**config.mk**
```make
export PLATFORM = sky130hd
export DESIGN_NAME = rv32i_wb_arbiter
export DESIGN_NICKNAME = d
export VERILOG_FILES = /design/src/rtl/rv32i_wb_arbiter.sv
export SDC_FILE = /design/constraint.sdc
export NUM_CORES = 1
export LEC_CHECK = 0
export ABC_AREA = 1
export BUFFER_PORTS_ARGS = -buffer_cell sky130_fd_sc_hd__clkbuf_2
export CAP_MARGIN = 25
export CORE_MARGIN = 2
export CORE_UTILIZATION = 57
export CTS_BUF_LIST = sky130_fd_sc_hd__clkbuf_16
export DETAILED_ROUTE_END_ITERATION = 6
export GPL_TIMING_DRIVEN = 0
export PLACE_DENSITY = 0.76
export SKIP_CTS_REPAIR_TIMING = 1
export SLEW_MARGIN = 10
export SYNTH_ARGS = -nofsm -noshare
export SYNTH_HDL_FRONTEND = slang
export SYNTH_SLANG_ARGS = --single-unit
```
**constraint.sdc**
```tcl
create_clock -name clk -period 3.9 [get_ports clk]
set_input_delay 0.39 -clock clk [delete_from_list [all_inputs] [get_ports clk]]
set_output_delay 0.39 -clock clk [all_outputs]
set_load 0.005 [all_outputs]
```
**src/rtl/rv32i_wb_arbiter.sv**
```systemverilog
// ============================================================================
//  Module   : rv32i_wb_arbiter
//  Brief    : Per-source result FIFOs feeding a round-robin arbiter that
//             serializes completed results onto the registered write-back bus.
//  Revision : 1.0  initial release
// ============================================================================
`default_nettype none

module rv32i_wb_arbiter #(
    parameter int NUM_SRC              = 2,
    parameter int BUF_DEPTH            = 2,
    parameter int PHYS_REG_FILE_IDX_BW = 6,
    parameter int REG_FILE_BW          = 32,
    parameter int ROB_DEPTH            = 16
) (
    input  logic                                              clk,
    input  logic                                              rstn,
    input  logic [NUM_SRC-1:0]                                i_res_vld,
    input  logic [NUM_SRC-1:0][PHYS_REG_FILE_IDX_BW-1:0]      i_res_phys_rf_tag,
    input  logic [NUM_SRC-1:0][REG_FILE_BW-1:0]               i_res_wdata,
    input  logic [NUM_SRC-1:0][$clog2(ROB_DEPTH)-1:0]         i_res_rob_entry_idx,
    output logic [NUM_SRC-1:0]                                o_res_rdy,
    output logic                                              o_write_back,
    output logic [PHYS_REG_FILE_IDX_BW-1:0]                   o_phys_rf_wr_idx,
    output logic [REG_FILE_BW-1:0]                            o_wdata,
    output logic [$clog2(ROB_DEPTH)-1:0]                      o_rob_entry_idx
);

    localparam int TAG_W = PHYS_REG_FILE_IDX_BW;
    localparam int DAT_W = REG_FILE_BW;
    localparam int ROB_W = $clog2(ROB_DEPTH);
    localparam int SRC_W = $clog2(NUM_SRC);
    localparam int PTR_W = (BUF_DEPTH > 1) ? $clog2(BUF_DEPTH) : 1;
    localparam int CNT_W = $clog2(BUF_DEPTH + 1);

    logic [NUM_SRC-1:0] w_req;
    logic [NUM_SRC-1:0] w_pop;
    logic               w_gnt_vld;
    logic [SRC_W-1:0]   w_gnt_idx;
    logic [SRC_W-1:0]   w_idx_sel;
    int                 w_idx;
    logic [SRC_W-1:0]   r_rr_ptr;

    logic [TAG_W-1:0]   w_head_tag [NUM_SRC];
    logic [DAT_W-1:0]   w_head_dat [NUM_SRC];
    logic [ROB_W-1:0]   w_head_rob [NUM_SRC];

    logic [TAG_W-1:0]   w_sel_tag;
    logic [DAT_W-1:0]   w_sel_dat;
    logic [ROB_W-1:0]   w_sel_rob;

    for (genvar s = 0; s < NUM_SRC; s++) begin : g_src
        logic [TAG_W-1:0] r_tag_mem [BUF_DEPTH];
        logic [DAT_W-1:0] r_dat_mem [BUF_DEPTH];
        logic [ROB_W-1:0] r_rob_mem [BUF_DEPTH];
        logic [PTR_W-1:0] r_wr_ptr;
        logic [PTR_W-1:0] r_rd_ptr;
        logic [CNT_W-1:0] r_count;
        logic             w_push;

        // Ready looks only at occupancy, so a full buffer never pushes and pops together.
        assign o_res_rdy[s] = (r_count < CNT_W'(BUF_DEPTH));
        assign w_req[s]     = (r_count != '0);
        assign w_push       = i_res_vld[s] & o_res_rdy[s];

        always_ff @(posedge clk or negedge rstn) begin
            if (!rstn) begin
                r_wr_ptr <= '0;
                r_rd_ptr <= '0;
                r_count  <= '0;
            end else begin
                if (w_push) begin
                    r_wr_ptr <= (r_wr_ptr == PTR_W'(BUF_DEPTH - 1)) ? '0 : r_wr_ptr + 1'b1;
                end
                if (w_pop[s]) begin
                    r_rd_ptr <= (r_rd_ptr == PTR_W'(BUF_DEPTH - 1)) ? '0 : r_rd_ptr + 1'b1;
                end
                if (w_push && !w_pop[s]) begin
                    r_count <= r_count + 1'b1;
                end else if (!w_push && w_pop[s]) begin
                    r_count <= r_count - 1'b1;
                end
            end
        end

        always_ff @(posedge clk) begin
            if (w_push) begin
                r_tag_mem[r_wr_ptr] <= i_res_phys_rf_tag[s];
                r_dat_mem[r_wr_ptr] <= i_res_wdata[s];
                r_rob_mem[r_wr_ptr] <= i_res_rob_entry_idx[s];
            end
        end

        assign w_head_tag[s] = r_tag_mem[r_rd_ptr];
        assign w_head_dat[s] = r_dat_mem[r_rd_ptr];
        assign w_head_rob[s] = r_rob_mem[r_rd_ptr];
    end

    // Walk from the highest offset down so the lowest offset past rr_ptr wins.
    always_comb begin
        w_gnt_vld = 1'b0;
        w_gnt_idx = '0;
        w_idx     = 0;
        w_idx_sel = '0;
        for (int i = NUM_SRC - 1; i >= 0; i--) begin
            w_idx     = (int'(r_rr_ptr) + i) % NUM_SRC;
            w_idx_sel = w_idx[SRC_W-1:0];
            if (w_req[w_idx_sel]) begin
                w_gnt_vld = 1'b1;
                w_gnt_idx = w_idx_sel;
            end
        end
    end

    always_comb begin
        w_pop     = '0;
        w_sel_tag = '0;
        w_sel_dat = '0;
        w_sel_rob = '0;
        if (w_gnt_vld) begin
            w_pop[w_gnt_idx] = 1'b1;
        end
        for (int s = 0; s < NUM_SRC; s++) begin
            if (w_gnt_idx == SRC_W'(s)) begin
                w_sel_tag = w_head_tag[s];
                w_sel_dat = w_head_dat[s];
                w_sel_rob = w_head_rob[s];
            end
        end
    end

    always_ff @(posedge clk or negedge rstn) begin
        if (!rstn) begin
            r_rr_ptr         <= '0;
            o_write_back     <= 1'b0;
            o_phys_rf_wr_idx <= '0;
            o_wdata          <= '0;
            o_rob_entry_idx  <= '0;
        end else begin
            o_write_back <= w_gnt_vld;
            if (w_gnt_vld) begin
                r_rr_ptr         <= (w_gnt_idx == SRC_W'(NUM_SRC - 1)) ? '0 : w_gnt_idx + 1'b1;
                o_phys_rf_wr_idx <= w_sel_tag;
                o_wdata          <= w_sel_dat;
                o_rob_entry_idx  <= w_sel_rob;
            end
        end
    end

endmodule

`default_nettype wire
```
== Word-level counts from Yosys, hierarchy flattened ==
Memory sizes are Yosys's and may differ from the RTL's.
Cells that the tools add are included.
Word-level totals
  memory bits (writable): 168
  output and inout bits: 45
  bits in registers: 52
  memories: 6
  word-level logic and storage cells: 75
  input port bits: 88
Memories
  g_src[0].r_dat_mem: depth 2, width 32, read ports 1, clocked after memory_dff 0, wr ports 1, RTL line 54  | logic [DAT_W-1:0] r_dat_mem [BUF_DEPTH];
  g_src[1].r_dat_mem: depth 2, width 32, read ports 1, clocked after memory_dff 0, wr ports 1, RTL line 54
  g_src[0].r_tag_mem: depth 2, width 6, read ports 1, clocked after memory_dff 0, wr ports 1, RTL line 53  | logic [TAG_W-1:0] r_tag_mem [BUF_DEPTH];
  g_src[1].r_tag_mem: depth 2, width 6, read ports 1, clocked after memory_dff 0, wr ports 1, RTL line 53
  g_src[0].r_rob_mem: depth 2, width 4, read ports 1, clocked after memory_dff 0, wr ports 1, RTL line 55  | logic [ROB_W-1:0] r_rob_mem [BUF_DEPTH];
  g_src[1].r_rob_mem: depth 2, width 4, read ports 1, clocked after memory_dff 0, wr ports 1, RTL line 55
Cells by class
  bitwise logic cells: 2
  reduce and logical (&&, ||, !) cells: 13
  $add $sub $neg: 10
  mux-type cells: 27
  order comparisons: 6
Operator list (number)
  32-bit two-way mux: 1
  1-bit two-way mux: 18
  2-bit two-way mux: 5
  2-bit nonzero test: 4
  1-bit adder (second input constant): 6
  1-bit by 2-bit < comparator with 1-bit output (second input constant): 3
  6-bit two-way mux: 1
  1-bit logical AND: 5
  2-bit by 1-bit adder with 2-bit output (second input constant): 2
  1-bit zero test: 4
  2-bit < comparator (second input constant): 2
  4-bit two-way mux: 1
  2-bit by 1-bit subtractor with 2-bit output (second input constant): 2
  1-bit bitwise AND: 2
  1-bit demux with 1-bit select: 1
  1-bit >= comparator (second input constant): 1

== Longest topological paths before layout ==
  depth after elaboration: 13
  gate-level depth with buffers: 9
  mapped depth without buffers: 9

== Least setup slack after synthesis ==
No wires, ideal clock.
  kind: register to register
  start point: register g_src[0].r_count[1]
  end point: memory g_src[0].r_dat_mem[0][0] (netlist name), enable pin
  path buffers: 0
  data arrival time: 2476 ps
  setup slack: 983 ps
  setup time: 441 ps
  cell stages (with the launch flop): 4
  path through: dfrtp_1 -> inv_1 -> nand2_1 -> nor2_1
On the way
  cells in the longest elaborated chain, start to end: 4
RTL lines
  start: declaration: RTL line 58  | logic [CNT_W-1:0] r_count;
  start signal: assignment: RTL line 79  | r_count <= r_count + 1'b1;
  start signal: assignment: RTL line 81  | r_count <= r_count - 1'b1;
  2-bit < comparator: RTL line 62  | assign o_res_rdy[s] = (r_count < CNT_W'(BUF_DEPTH));
  named net o_res_rdy[0]: RTL line 22  | output logic [NUM_SRC-1:0] o_res_rdy,
  1-bit bitwise AND: RTL line 64  | assign w_push = i_res_vld[s] & o_res_rdy[s];
  1-bit two-way mux: RTL line 87  | if (w_push) begin
  1-bit two-way mux (implied by the code): RTL line 89  | r_dat_mem[r_wr_ptr] <= i_res_wdata[s];
  end: declaration: RTL line 54
The timed path passes the listed nets, and every way through them passes these cells.

== Worst setup path in the final report ==
  start point: register g_src[0].r_count[1]
  end point: memory g_src[0].r_dat_mem[0][4] (netlist name), enable pin
On the way
  cells in the longest elaborated chain, start to end: 4
RTL lines (RTL line)
  2-bit < comparator: 62
  1-bit bitwise AND: 64
  1-bit two-way mux: 87
  1-bit two-way mux (implied by the code): 89
No other way between the ends.

==> run_results.csv <==
group,metric,value,unit
power,leakage,4.98,nW
critical_path,crit_path_cell_trace,"inv_1 > nand2_1 > nor2_4 > buf_12",
finish,nNetsFinal,1098,
cts,htreeDepth,1,
detailed_routing,drt_pass1_iterations,5,
placed_design,portBuffers,132,
critical_path,rrSetupSlack,1910,ps
detailed_routing,via_per_inst,4.99,
power,max-vdd-ir-drop,0.455,mV
synthesis,ys_seq_area_share,69.9,%
timing,finalCritPeriodShare,51.0,%
synthesis,synthTopCellsByArea,"edfxtp_1 56%, dfrtp_1 14%, nand2_1 11%",
synthesis,postSynthNetCount,937,
timing,max_slew.worst_pin.slew,842,ps
cts,path_clk_slew,60,ps
floorplan,start_util,57.8,%
synthesis,ys_seq_elements,220,
timing,final.setup_skew,12.1,ps
power,powerDensity,792,nW/um^2
timing,relSlewSlack,43.9,%
finish,drive_above_1_share,20.7,%
detailed_routing,wirelength,19800,um
synthesis,ys_warn_count,0,
synthesis,synth_ff_type,"edfxtp_1",
synthesis,synth_top_cell_area_share,55.6,%
finish,fillers,1228,
finish,instances_no_fill,1240,
synthesis,synth_area,9070,um^2
cts,tritoncts,"built",
cts,cts_buffers,23,
synthesis,syn_area_per_cell,10.7,um^2
global_routing,grt_max_degree,53,
critical_path,path_class,"flip-flop to flip-flop",
critical_path,startpoint_type,"flip-flop",
finish,syn_to_final_growth,18.7,%
detailed_routing,drc,0,
finish,stdcell_area,10800,um^2
detailed_routing,wl_per_cell,16.0,um
synthesis,synth_cell_type_count,19,
synthesis,synth.most_common_cell,"nand2_1",
detailed_routing,drtIter0Drc,362,
critical_path,required,4090,ps
cts,clkSinkCount,220,
timing,maxSlewViolCount,0,
critical_path,crit_path_max_incr_delay,560,ps
critical_path,crit_slowest_cell,"nor2_4",
critical_path,critPathBufInv,2,
worst_hold_path,hp-class,"input port to asynchronous set/reset pin",
global_routing,grt-ovfl-total,0,
synthesis,synth_edf_count,168,
global_routing,grt_pass1_vias,6026,
flow_run,drv_cap,0,
critical_path,r2r-start,"g_src[0].r_count[1]",
floorplan,num_io_pins,133,
critical_path,timing.rr.end,"g_src[0].r_dat_mem[0][4]",
cts,clk_latency,490,ps
timing,hold_violations,0,
detailed_routing,vias,6184,
timing,max_freq,502,MHz
floorplan,rows,46,
critical_path,crit_start,"g_src[0].r_count[1]",
critical_path,ff2ff_path_depth,4,
floorplan,die-area,16900,um^2
finish,multi_input_area,2180,um^2
cts,clockRootBuffer,"clkbuf_16",
placed_design,place_area,10100,um^2
synthesis,synthArstFlopShare,23.6,%
global_routing,track_usage,24.0,%
synthesis,syn_inst,847,
timing,fin_crit,1990,ps
floorplan,core,15700,um^2
critical_path,critPathMaxFanout,24,
finish,diodes,0,
critical_path,cp-end-kind,"flip-flop",
critical_path,cp.depth,4,
critical_path,crit_family,"simple AND/OR/NAND/NOR gates",
power,power,8.53,mW
floorplan,die_h,130,um
synthesis,synthTopCellsByCount,"261 x nand2_1, 168 x edfxtp_1, 92 x nor2_1",
placed_design,hpwl,13000,um
global_routing,grt_pass1_wl,30400,um
detailed_routing,drtAntennaViolNets,0,
global_routing,grt_antenna_before_repair,0,
timing,tns,0,ps
cts,clockBufferDepth,3,
critical_path,cp-endpoint,"g_src[0].r_dat_mem[0][4]",
timing,rsz0062_at_grt,"false",
timing,setup_viol,0,
placed_design,place_inst,1199,
floorplan,die_x,130,um
synthesis,yosysTopAreaCell,"edfxtp_1",
critical_path,crit_arrival,2180,ps
placed_design,gp_congestion,0.724,
finish,utilization,68.5,%
finish,register_area,6350,um^2
run_status,outcome,"finished clean",
-- cells by family after synthesis --
kind of cell,Yosys count,synth area share (%)
simple gates,483,22.6
flops,220,69.9
buf+inv,133,6.33
xor+xnor,7,0.676
compound gates,2,0.234
fa+ha+maj,2,0.276
-- stage by stage --
stage                     setup WS [ps]  hold WS, ps
final                              1910         31.3
after global routing               1770         65.3
after CTS                          1890         41.9
after detailed placement           1910          465
after global placement             -234          462
after floorplan                     983         94.4
-- layout by cell type (no fill, tap or decap) --
cell / netlist / layout
xor2_1: 4 / 4
nand2_1: 261 / 261
nor2_1: 92 / 88
nand4_4: 1 / 1
clkbuf_16: 0 / 23
clkbuf_4: 0 / 1
nor2_4: 0 / 4
nand3_1: 85 / 85
nand2_2: 2 / 2
and2_1: 30 / 30
and2_0: 12 / 12
clkinv_2: 0 / 5
buf_2: 24 / 24
buf_12: 0 / 4
buf_4: 12 / 12
o21ai_0: 1 / 1
ha_1: 2 / 2
xnor2_1: 3 / 3
inv_1: 91 / 100
inv_2: 4 / 4
clkbuf_2: 0 / 131
clkbuf_1: 2 / 2
o21ai_4: 1 / 1
dfrtp_1: 52 / 52
edfxtp_1: 168 / 168
clkinv_1: 0 / 4
-- sequential cells by signal, indices dropped and copies added (netlist names) --
name and flops:
g_src.r_tag_mem 24, g_src.r_rd_ptr 2, g_src.r_wr_ptr 2, g_src.r_count 4, o_phys_rf_wr_idx 6, o_write_back 1
o_wdata 32, o_rob_entry_idx 4, r_rr_ptr 1, g_src.r_dat_mem 128, g_src.r_rob_mem 16
-- layer usage --
metal / GRT usage, % / up-vias / part of all wire, %
met5: 0 / - / 0
met4: 4.68 / 0 / 1.3
met3: 4.14 / 20 / 5.9
met2: 44.7 / 194 / 52
met1: 29.4 / 2945 / 41
li1: - / 3025 / -
-- worst min-delay path by stage --
| stage | endpoint | start |
|---|---|---|
| 6_report | o_wdata[29] | rstn |
| 5_1_grt | g_src[0].r_dat_mem[0][19] | i_res_wdata[19] |
| 4_1_cts | o_wdata[29] | rstn |
| 3_5_place_dp | o_rob_entry_idx[2] | o_rob_entry_idx[2] |
| 3_3_place_gp | o_wdata[27] | o_wdata[27] |
| 2_1_floorplan | g_src[0].r_count[0] | rstn |
-- report_power, final --
group	internal, mW	switching [mW]
clock network	1.06	0.832
logic	1.15	2.01
registers	3.22	0.248
total	5.43	3.09
-- final cells by class --
| class | instances | share of cell area (%) |
|---|---|---|
| Sequential cell | 220 | 58.9 |
| Multi-Input combinational cell | 494 | 20.3 |
| Timing Repair Buffer | 136 | 6.90 |
| Clock buffer | 23 | 5.35 |
| Inverter | 95 | 3.31 |
| Tap cell | 216 | 2.51 |
| Buffer | 38 | 2.02 |
| Clock inverter | 18 | 0.686 |
(Power assumes the default switching activity.)
